## src/rtl/atc_pkg.sv

```systemverilog
`default_nettype none
// ============================================================================
// Module      : atc_pkg
// Description : Shared defaults and helpers for the runway allocator.
// Revision    : 1.0 - initial release
// ============================================================================
package atc_pkg;

  localparam int unsigned DEF_N_RUNWAYS  = 4;
  localparam int unsigned DEF_DIR_W      = 2;
  localparam int unsigned DEF_OCC_CYCLES = 5;
  localparam int unsigned DEF_QDEPTH     = 4;
  localparam bit          DEF_ALLOW_ALT  = 1'b1;

  // Bits needed to hold the values 0..max_val inclusive.
  function automatic int unsigned cnt_w(input int unsigned max_val);
    return (max_val < 1) ? 1 : $clog2(max_val + 1);
  endfunction

  function automatic int unsigned pref_runway(input int unsigned dir, input int unsigned n);
    return dir % n;
  endfunction

  function automatic logic [63:0] lowest_set(input logic [63:0] vec);
    return vec & (~vec + 64'd1);
  endfunction

endpackage
`default_nettype wire

```

## src/rtl/runway_timer.sv

```systemverilog
`default_nettype none
// ============================================================================
// Module      : runway_timer
// Description : Per-runway occupancy down-counter; busy while nonzero.
// Revision    : 1.0 - initial release
// ============================================================================
module runway_timer
  import atc_pkg::*;
#(
  parameter int unsigned OCC_CYCLES = DEF_OCC_CYCLES
) (
  input  logic clk,
  input  logic rst_n,
  input  logic load,
  output logic busy
);

  localparam int unsigned CNT_W = cnt_w(OCC_CYCLES);

  logic [CNT_W-1:0] cnt_q;
  logic [CNT_W-1:0] cnt_d;

  always_comb begin
    cnt_d = cnt_q;
    if (load) begin
      cnt_d = CNT_W'(OCC_CYCLES);
    end else if (cnt_q != '0) begin
      cnt_d = cnt_q - 1'b1;
    end
  end

  always_ff @(posedge clk or negedge rst_n) begin
    if (!rst_n) begin
      cnt_q <= '0;
    end else begin
      cnt_q <= cnt_d;
    end
  end

  assign busy = (cnt_q != '0);

endmodule
`default_nettype wire

```

## src/rtl/runway_allocator.sv

```systemverilog
`default_nettype none
// ============================================================================
// Module      : runway_allocator
// Description : Request FIFO plus per-cycle runway dispatch and occupancy.
// Revision    : 1.0 - initial release
// ============================================================================
module runway_allocator
  import atc_pkg::*;
#(
  parameter int unsigned N_RUNWAYS  = DEF_N_RUNWAYS,
  parameter int unsigned DIR_W      = DEF_DIR_W,
  parameter int unsigned OCC_CYCLES = DEF_OCC_CYCLES,
  parameter int unsigned QDEPTH     = DEF_QDEPTH,
  parameter bit          ALLOW_ALT  = DEF_ALLOW_ALT
) (
  input  logic                         clk,
  input  logic                         rst_n,
  input  logic                         req_valid,
  input  logic [DIR_W-1:0]             req_dir,
  output logic                         req_ready,
  input  logic [N_RUNWAYS-1:0]         runway_closed,
  output logic                         grant_valid,
  output logic [N_RUNWAYS-1:0]         grant_onehot,
  output logic [DIR_W-1:0]             grant_dir,
  output logic [N_RUNWAYS-1:0]         busy,
  output logic [$clog2(QDEPTH+1)-1:0]  q_count
);

  localparam int unsigned QC_W  = $clog2(QDEPTH + 1);
  localparam int unsigned PTR_W = (QDEPTH > 1) ? $clog2(QDEPTH) : 1;

  logic [DIR_W-1:0]     fifo_q [QDEPTH];
  logic [DIR_W-1:0]     fifo_d [QDEPTH];
  logic [PTR_W-1:0]     rd_ptr_q, rd_ptr_d;
  logic [PTR_W-1:0]     wr_ptr_q, wr_ptr_d;
  logic [QC_W-1:0]      count_q, count_d;
  logic                 grant_valid_q, grant_valid_d;
  logic [N_RUNWAYS-1:0] grant_onehot_q, grant_onehot_d;
  logic [DIR_W-1:0]     grant_dir_q, grant_dir_d;

  logic [N_RUNWAYS-1:0] avail;
  logic [N_RUNWAYS-1:0] pref_oh;
  logic [N_RUNWAYS-1:0] alt_oh;
  logic [N_RUNWAYS-1:0] sel_oh;
  logic [DIR_W-1:0]     head_dir;
  logic                 do_push;
  logic                 do_pop;

  function automatic logic [PTR_W-1:0] ptr_inc(input logic [PTR_W-1:0] ptr);
    return (ptr == PTR_W'(QDEPTH - 1)) ? '0 : ptr + 1'b1;
  endfunction

  assign req_ready = (count_q < QC_W'(QDEPTH));
  assign head_dir  = fifo_q[rd_ptr_q];
  assign avail     = ~busy & ~runway_closed;
  assign pref_oh   = N_RUNWAYS'(1) << pref_runway(32'(head_dir), N_RUNWAYS);
  assign alt_oh    = N_RUNWAYS'(lowest_set(64'(avail)));

  // Dispatch looks only at registered state; the choice commits at the next edge.
  always_comb begin
    sel_oh = '0;
    if (count_q != '0) begin
      if ((pref_oh & avail) != '0) begin
        sel_oh = pref_oh;
      end else if (ALLOW_ALT) begin
        sel_oh = alt_oh;
      end
    end
  end

  assign do_pop  = (sel_oh != '0);
  assign do_push = req_valid && req_ready;

  always_comb begin
    fifo_d         = fifo_q;
    rd_ptr_d       = rd_ptr_q;
    wr_ptr_d       = wr_ptr_q;
    count_d        = count_q;
    grant_valid_d  = do_pop;
    grant_onehot_d = sel_oh;
    grant_dir_d    = do_pop ? head_dir : '0;

    if (do_push) begin
      fifo_d[wr_ptr_q] = req_dir;
      wr_ptr_d         = ptr_inc(wr_ptr_q);
    end
    if (do_pop) begin
      rd_ptr_d = ptr_inc(rd_ptr_q);
    end
    case ({do_push, do_pop})
      2'b10:   count_d = count_q + 1'b1;
      2'b01:   count_d = count_q - 1'b1;
      default: count_d = count_q;
    endcase
  end

  always_ff @(posedge clk or negedge rst_n) begin
    if (!rst_n) begin
      fifo_q         <= '{default: '0};
      rd_ptr_q       <= '0;
      wr_ptr_q       <= '0;
      count_q        <= '0;
      grant_valid_q  <= 1'b0;
      grant_onehot_q <= '0;
      grant_dir_q    <= '0;
    end else begin
      fifo_q         <= fifo_d;
      rd_ptr_q       <= rd_ptr_d;
      wr_ptr_q       <= wr_ptr_d;
      count_q        <= count_d;
      grant_valid_q  <= grant_valid_d;
      grant_onehot_q <= grant_onehot_d;
      grant_dir_q    <= grant_dir_d;
    end
  end

  generate
    for (genvar r = 0; r < N_RUNWAYS; r++) begin : g_timer
      runway_timer #(
        .OCC_CYCLES(OCC_CYCLES)
      ) u_timer (
        .clk  (clk),
        .rst_n(rst_n),
        .load (sel_oh[r]),
        .busy (busy[r])
      );
    end
  endgenerate

  assign grant_valid  = grant_valid_q;
  assign grant_onehot = grant_onehot_q;
  assign grant_dir    = grant_dir_q;
  assign q_count      = count_q;

endmodule
`default_nettype wire

```

## config.mk

```make
export PLATFORM = sky130hd
export DESIGN_NAME = runway_allocator
export DESIGN_NICKNAME = d
export VERILOG_FILES = /design/src/rtl/atc_pkg.sv /design/src/rtl/runway_timer.sv /design/src/rtl/runway_allocator.sv
export SDC_FILE = /design/constraint.sdc
export NUM_CORES = 1
export LEC_CHECK = 0
export BUFFER_PORTS_ARGS = -buffer_cell sky130_fd_sc_hd__buf_2
export CAP_MARGIN = 20
export CORE_MARGIN = 2
export CORE_UTILIZATION = 25
export CTS_BUF_LIST = sky130_fd_sc_hd__clkbuf_16
export DETAILED_ROUTE_END_ITERATION = 8
export PLACE_DENSITY = 0.52
export RECOVER_POWER = 50
export SLEW_MARGIN = 30
export SYNTH_ARGS = -nofsm -noshare
export SYNTH_HDL_FRONTEND = slang
export SYNTH_SLANG_ARGS = --single-unit
```

## constraint.sdc

```tcl
create_clock -name clk -period 3.8 [get_ports clk]
set_clock_uncertainty 0.2 [all_clocks]
set_input_delay 0.76 -clock clk [delete_from_list [all_inputs] [get_ports clk]]
set_output_delay 0.76 -clock clk [all_outputs]
set_load 0.05 [all_outputs]
```

# == Word-level counts from Yosys, hierarchy flattened ==
# Cells that the tools add are included.
# op_classes
shift,1
muxes,20
bitwise_logic,8
eq_ne,4
reduce_logical,14
addsub,9
magnitude_cmp,4
# ops
cell,n
two-way mux 3 bit,8
nonzero test 3 bit,5
subtractor 3 x 1 -> 3 bit (second input constant),5
AND 4 bit,3
two-way mux 2 bit,6
inverter 4 bit,3
nonzero test 2 bit,5
bitwise mux 8 bit,1
two-way mux 4 bit,2
nonzero test 4 bit,2
== test 2 bit (second input constant),3
>= comparator 3 bit (second input constant),2
inverter 2 -> 3 bit,2
one-hot mux 3 bit (2 select lines),1
adder 2 x 1 -> 2 bit (second input constant),2
adder 4 x 1 -> 4 bit (second input constant),1
binary-select mux 2 bit (select 2 bit),1
demux 2 bit (select 2 bit),1
left shift 1 x 2 -> 4 bit (first input constant),1
adder 3 x 1 -> 3 bit (second input constant),1
less-than comparator 3 x 1 -> 1 bit (second input constant),1
less-than comparator 3 bit (second input constant),1
== test 2 x 1 -> 1 bit (second input constant),1
logical AND 1 bit,2
# word_totals
word_cells,74
register_bits,34
in_bits,9

# == Longest topological paths before layout ==
# logic_depth
word_depth,12
depth_mapped,12

# == Modules after synthesis ==
# A second synthesis with hierarchy kept.
# hier_totals
cells_unflattened,157
hier_area_um2,1818.0
# modules_own_cells
module,n_inst,cells_per_inst,area_per_inst_um2
runway_allocator,1,93,1117.3
runway_timer,4,16,175.2

# == Worst setup path before layout ==
# Ideal clock, no wire load.
# synth_path
path_type,input port to flip-flop
start,in runway_closed[2]
end,reg count_q[2] (netlist: q_count[2])
path_slack_ns,0.972
t_arrival_ns,2.489
n_path_buf,0
stages,10
cell_sequence,nor3b_1 or3_1 o21ai_1 inv_1 ha_1 inv_1 fa_1 xor2_1 nor2_1 xnor2_1
# synth_via
elab_chain_cells,10
elab_cells_between_ends,14
cone_classes,add/sub (1); eq/ne (2); mux (3); bitwise (5); reduce/logical (3)
# synth_rtl
element,line,text
start: declaration,runway_allocator.sv:21,"input logic [N_RUNWAYS-1:0] runway_closed,"
inverter 4 bit (*),runway_allocator.sv:55,assign avail = ~busy & ~runway_closed;
AND 4 bit (*),runway_allocator.sv:55,
inverter 4 bit,atc_pkg.sv:25,return vec & (~vec + 64'd1);
adder 4 x 1 -> 4 bit,atc_pkg.sv:25,
AND 4 bit,atc_pkg.sv:25,
two-way mux 4 bit (*),runway_allocator.sv:63,if ((pref_oh & avail) != '0) begin
two-way mux 4 bit (*),runway_allocator.sv:62,if (count_q != '0) begin
nonzero test 4 bit (*),runway_allocator.sv:71,assign do_pop = (sel_oh != '0);
named net do_pop,runway_allocator.sv:47,logic do_pop;
== test 2 x 1 -> 1 bit / == test 2 bit (equally long branches),runway_allocator.sv:90,"case ({do_push, do_pop})"
one-hot mux 3 bit (2 select lines) / nonzero test 2 bit (equally long branches),-,
end signal: assignment,runway_allocator.sv:110,count_q <= count_d;
end: declaration,runway_allocator.sv:36,"logic [QC_W-1:0] count_q, count_d;"
# The timed path passes the listed nets; every way through them passes the cells marked *.
# A chain may end at the register's enable or synchronous reset.

# == Worst setup path in the final report ==
# layout_path
start,reg g_timer[2].u_timer.cnt_q[0]
end,reg count_q[2] (netlist: q_count[2])
# layout_via
elab_chain_cells,11
elab_cells_between_ends,15
cone_classes,add/sub (1); eq/ne (2); mux (3); bitwise (5); reduce/logical (4)
# layout_rtl
element,line,text
start: declaration,runway_timer.sv:20,logic [CNT_W-1:0] cnt_q;
start signal: assignment,runway_timer.sv:36,cnt_q <= cnt_d;
nonzero test 3 bit (*),runway_timer.sv:40,assign busy = (cnt_q != '0);
inverter 4 bit (*),runway_allocator.sv:55,
AND 4 bit (*),runway_allocator.sv:55,
inverter 4 bit,atc_pkg.sv:25,
adder 4 x 1 -> 4 bit,atc_pkg.sv:25,
AND 4 bit,atc_pkg.sv:25,
two-way mux 4 bit (*),runway_allocator.sv:63,
two-way mux 4 bit (*),runway_allocator.sv:62,
nonzero test 4 bit (*),runway_allocator.sv:71,
named net do_pop,runway_allocator.sv:47,
== test 2 x 1 -> 1 bit / == test 2 bit (equally long branches),runway_allocator.sv:90,
one-hot mux 3 bit (2 select lines) / nonzero test 2 bit (equally long branches),-,
# Marked as above.

==> flow_metrics.py <==
metrics = {
    "status": {
        "status": "finished, violations left",
        "failed_checks": "max-capacitance violations, max-slew violations",
    },
    "cells_and_area": {
        "final_cell_count_no_fill": 288,
        "syn_to_final_growth_pct": 18.8,
        "antenna_cells": 0,
        "nNetsFinal": 212,
        "drive_gt1_share_pct": 23.3,
        "fill_cells": 755,
    },
    "global_routing": {
        "grt_usage_pct": 8.95,
        "grtUsageMet1_pct": 10.2,
        "grt_max_degree": 35,
        "gr-usage-met2_pct": 14.8,
        "grt_pass1_vias": 1162,
        "met3_usage_pct": 3.97,
        "grt-busiest-layer": "met2",
        "grt.overflow.total": 0,
        "grt_pass1_wl_mm": 5.33,
        "antenna_found_initial": 0,
    },
    "setup_path": {
        "r2r_slack_ps": 810,
        "startpoint": "g_timer[2].u_timer.cnt_q[0]$_DFFE_PN0P_",
        "required_ps": 3800,
        "crit_fanout": 5,
        "rr_endpoint": "q_count[2]$_DFFE_PN0P_",
        "cp-end-kind": "flop",
        "critPathCapture": "q_count[2]$_DFFE_PN0P_",
        "worstPathArrival_ps": 2990,
        "timing.rr.start": "g_timer[2].u_timer.cnt_q[0]$_DFFE_PN0P_",
        "critPathLaunchType": "flop",
        "ff2ff_path_depth": 12,
        "worstSetupPathType": "reg -> reg",
    },
    "clock_network": {
        "cts.sinks": 34,
        "clk_latency_ps": 280,
        "cts-resized-gates": 0,
        "root_buffer": "clkbuf_16",
        "clockBufferDepth": 2,
        "cts_tree": "done",
        "cts_hold_buf": 0,
        "postCtsSetupRepairBufs": 0,
        "clk_pin_slew_ps": 50,
        "htreeDepth": 2,
        "cts_buffers": 5,
    },
    "placement": {
        "dp_hpwl_mm": 2.39,
        "routabilityCongestion": 0.710,
        "dpl.cell_count": 280,
        "io_buffers": 23,
    },
    "yosys": {
        "synth.distinct_cells": 34,
        "synth_area_per_cell_um2": 11.2,
        "synth_cells": 163,
        "yosys_warnings": 0,
        "synth_nets": 187,
        "ys.flop_type": "dfrtp_1",
        "ys_ff_latch": 34,
        "ys_seq_area_share_pct": 46.6,
        "async_reset_ff_share_pct": 100,
        "synthesis.area_mm2": 0.00183,
        "synth_edf_count": 0,
    },
    "routing": {
        "drtAntennaViolNets": 0,
        "drt-total-wl_mm": 3.22,
        "drc_errors": 0,
        "vias": 1192,
        "first_pass_iters": 3,
        "drt_iter0_markers": 44,
        "wl_per_cell_um": 11.2,
        "vias_per_cell": 4.14,
    },
    "timing": {
        "slew_headroom_pct": -22.3,
        "drv_slew": 35,
        "rsz0062_at_grt": "no",
        "worstMarginPinSlew_ps": 1840,
        "setup_violations": 0,
        "hold_viol_final": 0,
        "fin_crit_ps": 2990,
        "period_share_pct": 78.6,
        "max_freq_mhz": 335,
        "fin_tns_setup_ps": 0,
    },
    "power_and_ir_drop": {
        "max-vdd-ir-drop_uv": 184,
        "powerDensity_mw_per_mm2": 981,
        "leakage_nw": 1.05,
    },
    "floorplanning": {
        "io_pins": 24,
        "start_util_pct": 25.5,
        "fp.dieArea_mm2": 0.00801,
        "core_area_mm2": 0.00718,
        "rows": 31,
        "fp.dieH_um": 89.5,
        "die_x_um": 89.5,
    },
    "job": {
        "drv_cap": 1,
    },
    "worst_hold_path": {
        "worstHoldPathType": "reg -> reg",
    },
}
-- routing by layer --
| layer | part of all wire, % | up-vias |
|---|---|---|
| li1 | - | 590 |
| met1 | 45 | 578 |
| met2 | 48 | 19 |
| met3 | 5.3 | 5 |
| met4 | 1.6 | 0 |
| met5 | 0 | - |
-- power breakdown --
group	internal [W]	switching, W
combinational	0.000440	0.000640
clock	0.000236	0.000144
sequential	0.000544	0.000126
-- metrics by stage --
stage / hold slack (ps) / instance area (um^2) / setup WS [ps] / utilization, % / total power (W)
floorplan: 264 / 1830 / 972 / - / 0.00156
detailed placement: 313 / 2030 / 615 / 28.4 / 0.00177
CTS: 320 / 2170 / 784 / 30.3 / 0.00216
global route: 348 / 2170 / 600 / 30.3 / 0.00231
finish: 323 / 2170 / 813 / 30.3 / 0.00213
global placement: 310 / 2030 / 688 / 28.4 / 0.00174
-- final cells by class --
cell class                      instances  area, um^2  share of cell area [%]
Clock inverter                          3        12.5                   0.576
Inverter                               20        75.1                    3.46
Timing Repair Buffer                   24         121                    5.59
Sequential cell                        34         851                    39.2
Tap cell                               99         124                    5.71
Clock buffer                            5         125                    5.76
Multi-Input combinational cell        103         862                    39.7
-- worst min-delay path by stage --
stage                                                  from                                       to  cells past startpoint
detailed placement                   q_count[0]$_DFFE_PN0P_                   q_count[0]$_DFFE_PN0P_                      1
global route                         q_count[0]$_DFFE_PN0P_                   q_count[0]$_DFFE_PN0P_                      1
CTS                                  q_count[0]$_DFFE_PN0P_                   q_count[0]$_DFFE_PN0P_                      1
global placement                     q_count[0]$_DFFE_PN0P_                   q_count[0]$_DFFE_PN0P_                      1
floorplan                                             rst_n                    fifo_q[0]$_DFFE_PN0P_                      0
finish              g_timer[3].u_timer.cnt_q[0]$_DFFE_PN0P_  g_timer[3].u_timer.cnt_q[0]$_DFFE_PN0P_                      2
-- registers in the layout (all words and copies together) (netlist names) --
register               count
grant_valid                1
rd_ptr_q                   2
q_count                    3
grant_onehot               4
fifo_q                     8
wr_ptr_q                   2
g_timer.u_timer.cnt_q     12
grant_dir                  2
-- worst max-delay path, stage by stage (launching register included) --
cell     delay (ps)
dfrtp_1         380
inv_1            80
ha_1            190
nor3b_1         540
or3_1           230
o21ai_1         150
inv_1           130
ha_1            180
inv_1            60
fa_1            370
xor2_1          150
nor2_1          120
xnor2_1         120
-- cell usage after synthesis (all sizes together), types with 4 or more instances --
master / count / area share [%]
xnor2: 5 / 2.4
nand2b: 6 / 2.1
nor2: 12 / 2.5
inv: 20 / 4.1
o21ai: 7 / 1.9
a211oi: 4 / 1.6
ha: 14 / 9.6
nor3b: 4 / 1.6
nand2: 11 / 2.3
mux2: 11 / 7.0
buf: 4 / 1.6
dfrtp: 34 / 47
nor2b: 7 / 2.4
-- placed cells by master, fill, tap and decap left out, types with 2 or more instances in the layout --
master     instances
nand2b_1           6
clkbuf_16          5
nor2b_1            7
inv_1             21
mux2_2            10
buf_2             22
o21ai_0            6
xnor2_1            5
nand2_1           11
nor2_1            12
a211oi_1           4
nor3b_1            4
or3_1              3
ha_1              14
a21oi_1            2
mux4_1             2
dfrtp_1           34
a211o_1            2
-- kinds of logic (layout without fill, tap and decap cells) --
logic type,after synthesis,in the layout,share of synthesized area (%)
AOI/OAI and AO/OA,22,22,9.52
adders and majority gates,15,15,10.7
buffers and inverters,26,52,6.23
DFF,34,34,46.6
muxes,15,15,11.6
and+or+nand+nor,45,45,12.5
xor gates and xnor gates,6,6,2.88
(Power assumes the default switching activity.)
